<file path="src/rtl/regfile_scoreboard.sv">
// Register file with optional hardwired-zero r0, write-to-read bypass and a
// per-register busy scoreboard (claim / release-by-write / flush) used by the
// issue stage to track destinations of long-latency operations.
module regfile_scoreboard #(
    parameter int DATA_W   = 32,
    parameter int ADDR_W   = 5,
    parameter int ZERO_REG = 1,
    parameter int BYPASS   = 1
) (
    input  logic              clock,
    input  logic              Reset,
    input  logic [ADDR_W-1:0] rd_addr_1,
    input  logic [ADDR_W-1:0] rd_addr_2,
    output logic [DATA_W-1:0] rd_data_1,
    output logic [DATA_W-1:0] rd_data_2,
    output logic              rd_busy_1,
    output logic              rd_busy_2,
    input  logic              wr_en,
    input  logic [ADDR_W-1:0] wr_addr,
    input  logic [DATA_W-1:0] wr_data,
    input  logic              claim_en,
    input  logic [ADDR_W-1:0] claim_addr,
    output logic              claim_ok,
    input  logic              flush,
    output logic [ADDR_W:0]   busy_count
);

    localparam int NUM_REGS = 2 ** ADDR_W;

    logic [DATA_W-1:0]   r_mem [NUM_REGS];
    logic [NUM_REGS-1:0] r_busy;
    logic [ADDR_W:0]     r_busyCount;

    logic [NUM_REGS-1:0] w_busyNext;
    logic [ADDR_W:0]     w_busyCountNext;
    logic                w_wrValid;
    logic                w_claimSet;

    // A write to the hardwired-zero register is dropped entirely, so it
    // neither updates storage, releases a busy bit, nor bypasses to a reader.
    assign w_wrValid = wr_en && !((ZERO_REG != 0) && (wr_addr == '0));

    // A claim is accepted if the target is free, or is being written this
    // cycle (the new pending write supersedes); flush always blocks claims.
    assign claim_ok = claim_en
                      && (!r_busy[claim_addr] || (wr_en && (wr_addr == claim_addr)))
                      && !flush;

    // An accepted claim to r0 is acknowledged but must not mark it busy.
    assign w_claimSet = claim_ok && !((ZERO_REG != 0) && (claim_addr == '0));

    // Next busy vector: write releases, claim sets (claim wins on the same
    // register), flush clears everything, r0 is never busy.
    always_comb begin
        w_busyNext = r_busy;
        if (flush) begin
            w_busyNext = '0;
        end else begin
            if (w_wrValid) begin
                w_busyNext[wr_addr] = 1'b0;
            end
            if (w_claimSet) begin
                w_busyNext[claim_addr] = 1'b1;
            end
        end
        if (ZERO_REG != 0) begin
            w_busyNext[0] = 1'b0;
        end
    end

    // Population count of the post-edge busy vector, registered below so the
    // count always matches the busy bits visible in the same cycle.
    always_comb begin
        w_busyCountNext = '0;
        for (int i = 0; i < NUM_REGS; i++) begin
            w_busyCountNext = w_busyCountNext + (ADDR_W + 1)'(w_busyNext[i]);
        end
    end

    // Register storage; reset clears every entry so stale data never leaks.
    always_ff @(posedge clock or negedge Reset) begin
        if (!Reset) begin
            for (int i = 0; i < NUM_REGS; i++) begin
                r_mem[i] <= '0;
            end
        end else begin
            for (int i = 0; i < NUM_REGS; i++) begin
                if (w_wrValid && (wr_addr == ADDR_W'(i))) begin
                    r_mem[i] <= wr_data;
                end
            end
        end
    end

    // Busy scoreboard and its count; reset discards any pending claims.
    always_ff @(posedge clock or negedge Reset) begin
        if (!Reset) begin
            r_busy      <= '0;
            r_busyCount <= '0;
        end else begin
            r_busy      <= w_busyNext;
            r_busyCount <= w_busyCountNext;
        end
    end

    assign busy_count = r_busyCount;

    // Read port 1: storage, then same-cycle write forwarding, then the r0 rule.
    always_comb begin
        rd_data_1 = r_mem[rd_addr_1];
        rd_busy_1 = r_busy[rd_addr_1];
        if ((BYPASS != 0) && w_wrValid && (wr_addr == rd_addr_1)) begin
            rd_data_1 = wr_data;
            rd_busy_1 = 1'b0;
        end
        if ((ZERO_REG != 0) && (rd_addr_1 == '0)) begin
            rd_data_1 = '0;
            rd_busy_1 = 1'b0;
        end
    end

    // Read port 2: identical resolution order to port 1.
    always_comb begin
        rd_data_2 = r_mem[rd_addr_2];
        rd_busy_2 = r_busy[rd_addr_2];
        if ((BYPASS != 0) && w_wrValid && (wr_addr == rd_addr_2)) begin
            rd_data_2 = wr_data;
            rd_busy_2 = 1'b0;
        end
        if ((ZERO_REG != 0) && (rd_addr_2 == '0)) begin
            rd_data_2 = '0;
            rd_busy_2 = 1'b0;
        end
    end

endmodule
</file>
<file path="config.mk">
export PLATFORM = sky130hd
export DESIGN_NAME = regfile_scoreboard
export DESIGN_NICKNAME = d
export VERILOG_FILES = /design/src/rtl/regfile_scoreboard.sv
export SDC_FILE = /design/constraint.sdc
export NUM_CORES = 2
export LEC_CHECK = 0
export CORE_UTILIZATION = 46
export DETAILED_ROUTE_END_ITERATION = 10
export HOLD_SLACK_MARGIN = 0.05
export PLACE_DENSITY_LB_ADDON = 0.05
export SYNTH_ARGS = -nofsm -noshare
export SYNTH_HDL_FRONTEND = slang
export SYNTH_SLANG_ARGS = --single-unit
export TNS_END_PERCENT = 100
</file>
<file path="constraint.sdc">
create_clock -name clock -period 15.3 [get_ports clock]
set_input_delay 3.06 -clock clock [delete_from_list [all_inputs] [get_ports clock]]
set_output_delay 3.06 -clock clock [all_outputs]
set_load 0.03 [all_outputs]
</file>
==> impl_metrics.yaml <==
cts:
  cts.path.max_buffers: 3
  cts-resized-gates: 0
  root_buffer: "clkbuf_16"
  cts_tree: "done"
  htreeDepth: 3
  clk_latency_ps: 760
  postCtsSetupRepairBufs: 0
  path_clk_slew_ps: 60
  numCtsBuffers: 119
  cts.sinks: 1061
  hold_buffers: 0
synth:
  syn_nets: 4186
  ys_ff_latch: 1061
  netlist_area_mm2: 0.05833
  syn_avg_cell_area_um2: 14.23
  synthCells: 4099
  synth-edff-count: 0
  ys_types: 66
  synthArstFlopShare_pct: 100.0
  ys_seq_area_share_pct: 45.52
  ys_warn_count: 0
  synth-main-ff-cell: "dfrtp_1"
place:
  hpwlAfterDp_um: 110000
  dp_slack_ps: 4630
  placed_cell_area_mm2: 0.06096
  numPortBuffers: 129
  place.gp.congestion: 0.8496
drt:
  wirelength_um: 204500
  drt-pass1-iter-count: 5
  drc: 0
  top_layer: "met5"
  route.met3.wl_um: 14730
  vias: 38840
  met2_wirelength_um: 93090
  wl_met1_um: 89700
  drt_iter0_drc: 4044
  ant_nets: 0
  wl_per_cell_um: 35.59
  vias_per_cell: 6.761
job:
  cap_violations: 0
die:
  core-area_mm2: 0.1257
  ioPinCount: 130
  die-height_um: 358.1
  initial_core_util_pct: 46.39
  dieArea_mm2: 0.1282
  rows: 130
  die_w_um: 358.1
worst_setup_path:
  rrSetupSlack_ps: 8660
  cp-end-kind: "output pin"
  critPathMaxFanout: 35
  arrival_ps: 7660
  r2r_end: "busy_count[4]$_DFF_PN0_"
  cp.required_ps: 12240
  r2r-start: "r_busy[10]$_DFF_PN0_"
  crit_type: "in2out"
  worstRegToRegCells: 20
  start_kind: "input pin"
pwr:
  share_comb_of_total_power_pct: 21.1
  p_clk_share_pct: 35.0
  ir_drop_mv: 0.09192
  p_seq_share_pct: 43.9
  sw_frac_of_total_pct: 28.35
  p_sw_mw: 2.388
  internal_power_mw: 6.037
  p_total_mw: 8.425
  p_leak_nw: 27.94
  powerDensity_mw_per_mm2: 129.7
timing:
  fin_crit_ps: 10720
  worstMarginPinSlew_ps: 1341
  fin_crit_sh_pct: 70.06
  relSlewSlack_pct: 10.14
  grt_setup_unrepaired: "no"
  hold_violations: 0
  fin_ws_ps: 4582
  max_clock_freq_mhz: 93.30
  tns_ps: 0
  drv_slew: 0
  clock_skew_ps: 28.03
  setup_viol: 0
layout:
  drive_above_1_share_pct: 44.70
  fin_area_mm2: 0.06496
  final_cell_mix: "1,061 x dfrtp_1, 994 x mux2_2, 441 x mux4_2, 232 x mux2i_1"
  final_common_cell: "dfrtp_1"
  nNetsFinal: 4081
  area_growth_syn_to_layout_pct: 11.37
global_route:
  antenna_found_initial: 4
  grt_pass1_wl_um: 294400
  globalRouteOverflowTotal: 0
  grt_max_degree: 169
  grt_use_total_pct: 32.29
  grt_pass1_vias: 38990
hold_path:
  hold_start: "r_mem[1022]$_DFFE_PN0P_"
  min_path_type: "reg2reg"
  hold_path_end: "r_mem[1022]$_DFFE_PN0P_"
  hold_depth: 0
outcome:
  status: "completed"
==> how the worst max path moves through the flow <==
stage                        from  slack, ps  cells past startpoint                       to
floorplan           claim_addr[0]       6330                     21  busy_count[4]$_DFF_PN0_
global placement       wr_addr[1]       4690                     21  busy_count[4]$_DFF_PN0_
detailed placement     wr_addr[1]       4630                     21  busy_count[4]$_DFF_PN0_
CTS                  rd_addr_2[2]       4710                      8            rd_data_2[20]
global route         rd_addr_1[0]       4610                      9            rd_data_1[14]
finish               rd_addr_2[2]       4580                      8            rd_data_2[20]
==> worst max-delay path, stage by stage <==
cell,delay (ps)
buf_2,500
buf_4,560
nor2b_4,760
buf_4,780
a22oi_1,150
and3_1,230
o221ai_1,730
clkdlybuf4s50_1,820
==> final cells by class <==
| type | count | area [µm²] |
|---|---|---|
| diodes | 1 | 2.502 |
| clock buffers | 172 | 3497 |
| clock inverters | 49 | 500.5 |
| fillers | 10740 | 60770 |
| inverters | 43 | 161.4 |
| multi-input cells | 2519 | 29880 |
| flip-flops and latches | 1061 | 26550 |
| well taps | 1650 | 2064 |
| repair buffers | 250 | 2298 |
==> cells in the mapped netlist (22+ instances only) <==
library cell | instances | share of area [%]
a21o_1 | 22 | 0.28
a21oi_1 | 57 | 0.49
a221oi_1 | 68 | 1.0
a22o_1 | 51 | 0.77
a22oi_1 | 93 | 1.2
and3_1 | 22 | 0.24
buf_1 | 43 | 0.28
buf_2 | 122 | 1.0
buf_4 | 28 | 0.36
clkbuf_1 | 281 | 1.8
dfrtp_1 | 1061 | 46
fa_1 | 23 | 0.79
inv_1 | 42 | 0.27
mux2_2 | 994 | 19
mux2i_1 | 232 | 4.0
mux4_2 | 441 | 17
nand2_1 | 62 | 0.40
nand3_1 | 72 | 0.62
nor2_1 | 44 | 0.28
nor3_1 | 37 | 0.32
o22ai_1 | 33 | 0.35
==> kinds of logic (layout without fill, tap and decap cells) <==
family | count (synthesis) | count (layout) | synth area share (%)
muxes | 1667 | 1667 | 40.20
DFF | 1061 | 1061 | 45.52
buffers and inverters | 519 | 514 | 3.786
AOI/OAI and AO/OA | 490 | 490 | 6.521
and+or+nand+nor | 314 | 314 | 2.763
adders and majority gates | 30 | 30 | 0.9396
xor gates and xnor gates | 18 | 18 | 0.2703
other | 0 | 1 | 0
==> per-stage QoR <==
step	hold slack [ps]	utilization, %	instances
final	391.6	51.66	5745
after CTS	396.4	51.66	5744
after detailed placement	382.0	48.48	5523
after global routing	408.5	51.66	5745
after floorplan	441.3	-	4099
after global placement	377.6	48.48	5523
==> routing by layer <==
metal	vias up	GRT usage (%)
met5	-	0
met3	372	6.316
met2	1538	48.88
li1	15690	-
met1	21230	46.79
met4	6	10.50
==> state kept, by name, summed over array words and instances (netlist names) <==
signal	flops
r_mem	1024
r_busy	31
busy_count	6
==> power by group through the flow <==
stage,Clock (mW),Sequential (mW),Combinational (mW)
after floorplan,0,3.61,1.32
after global placement,0,3.71,1.76
after detailed placement,0,3.73,1.78
after CTS,3.00,3.68,1.78
after global routing,3.11,3.76,1.90
final,2.95,3.70,1.78
Note: power is estimated with default switching activity, not from simulation.
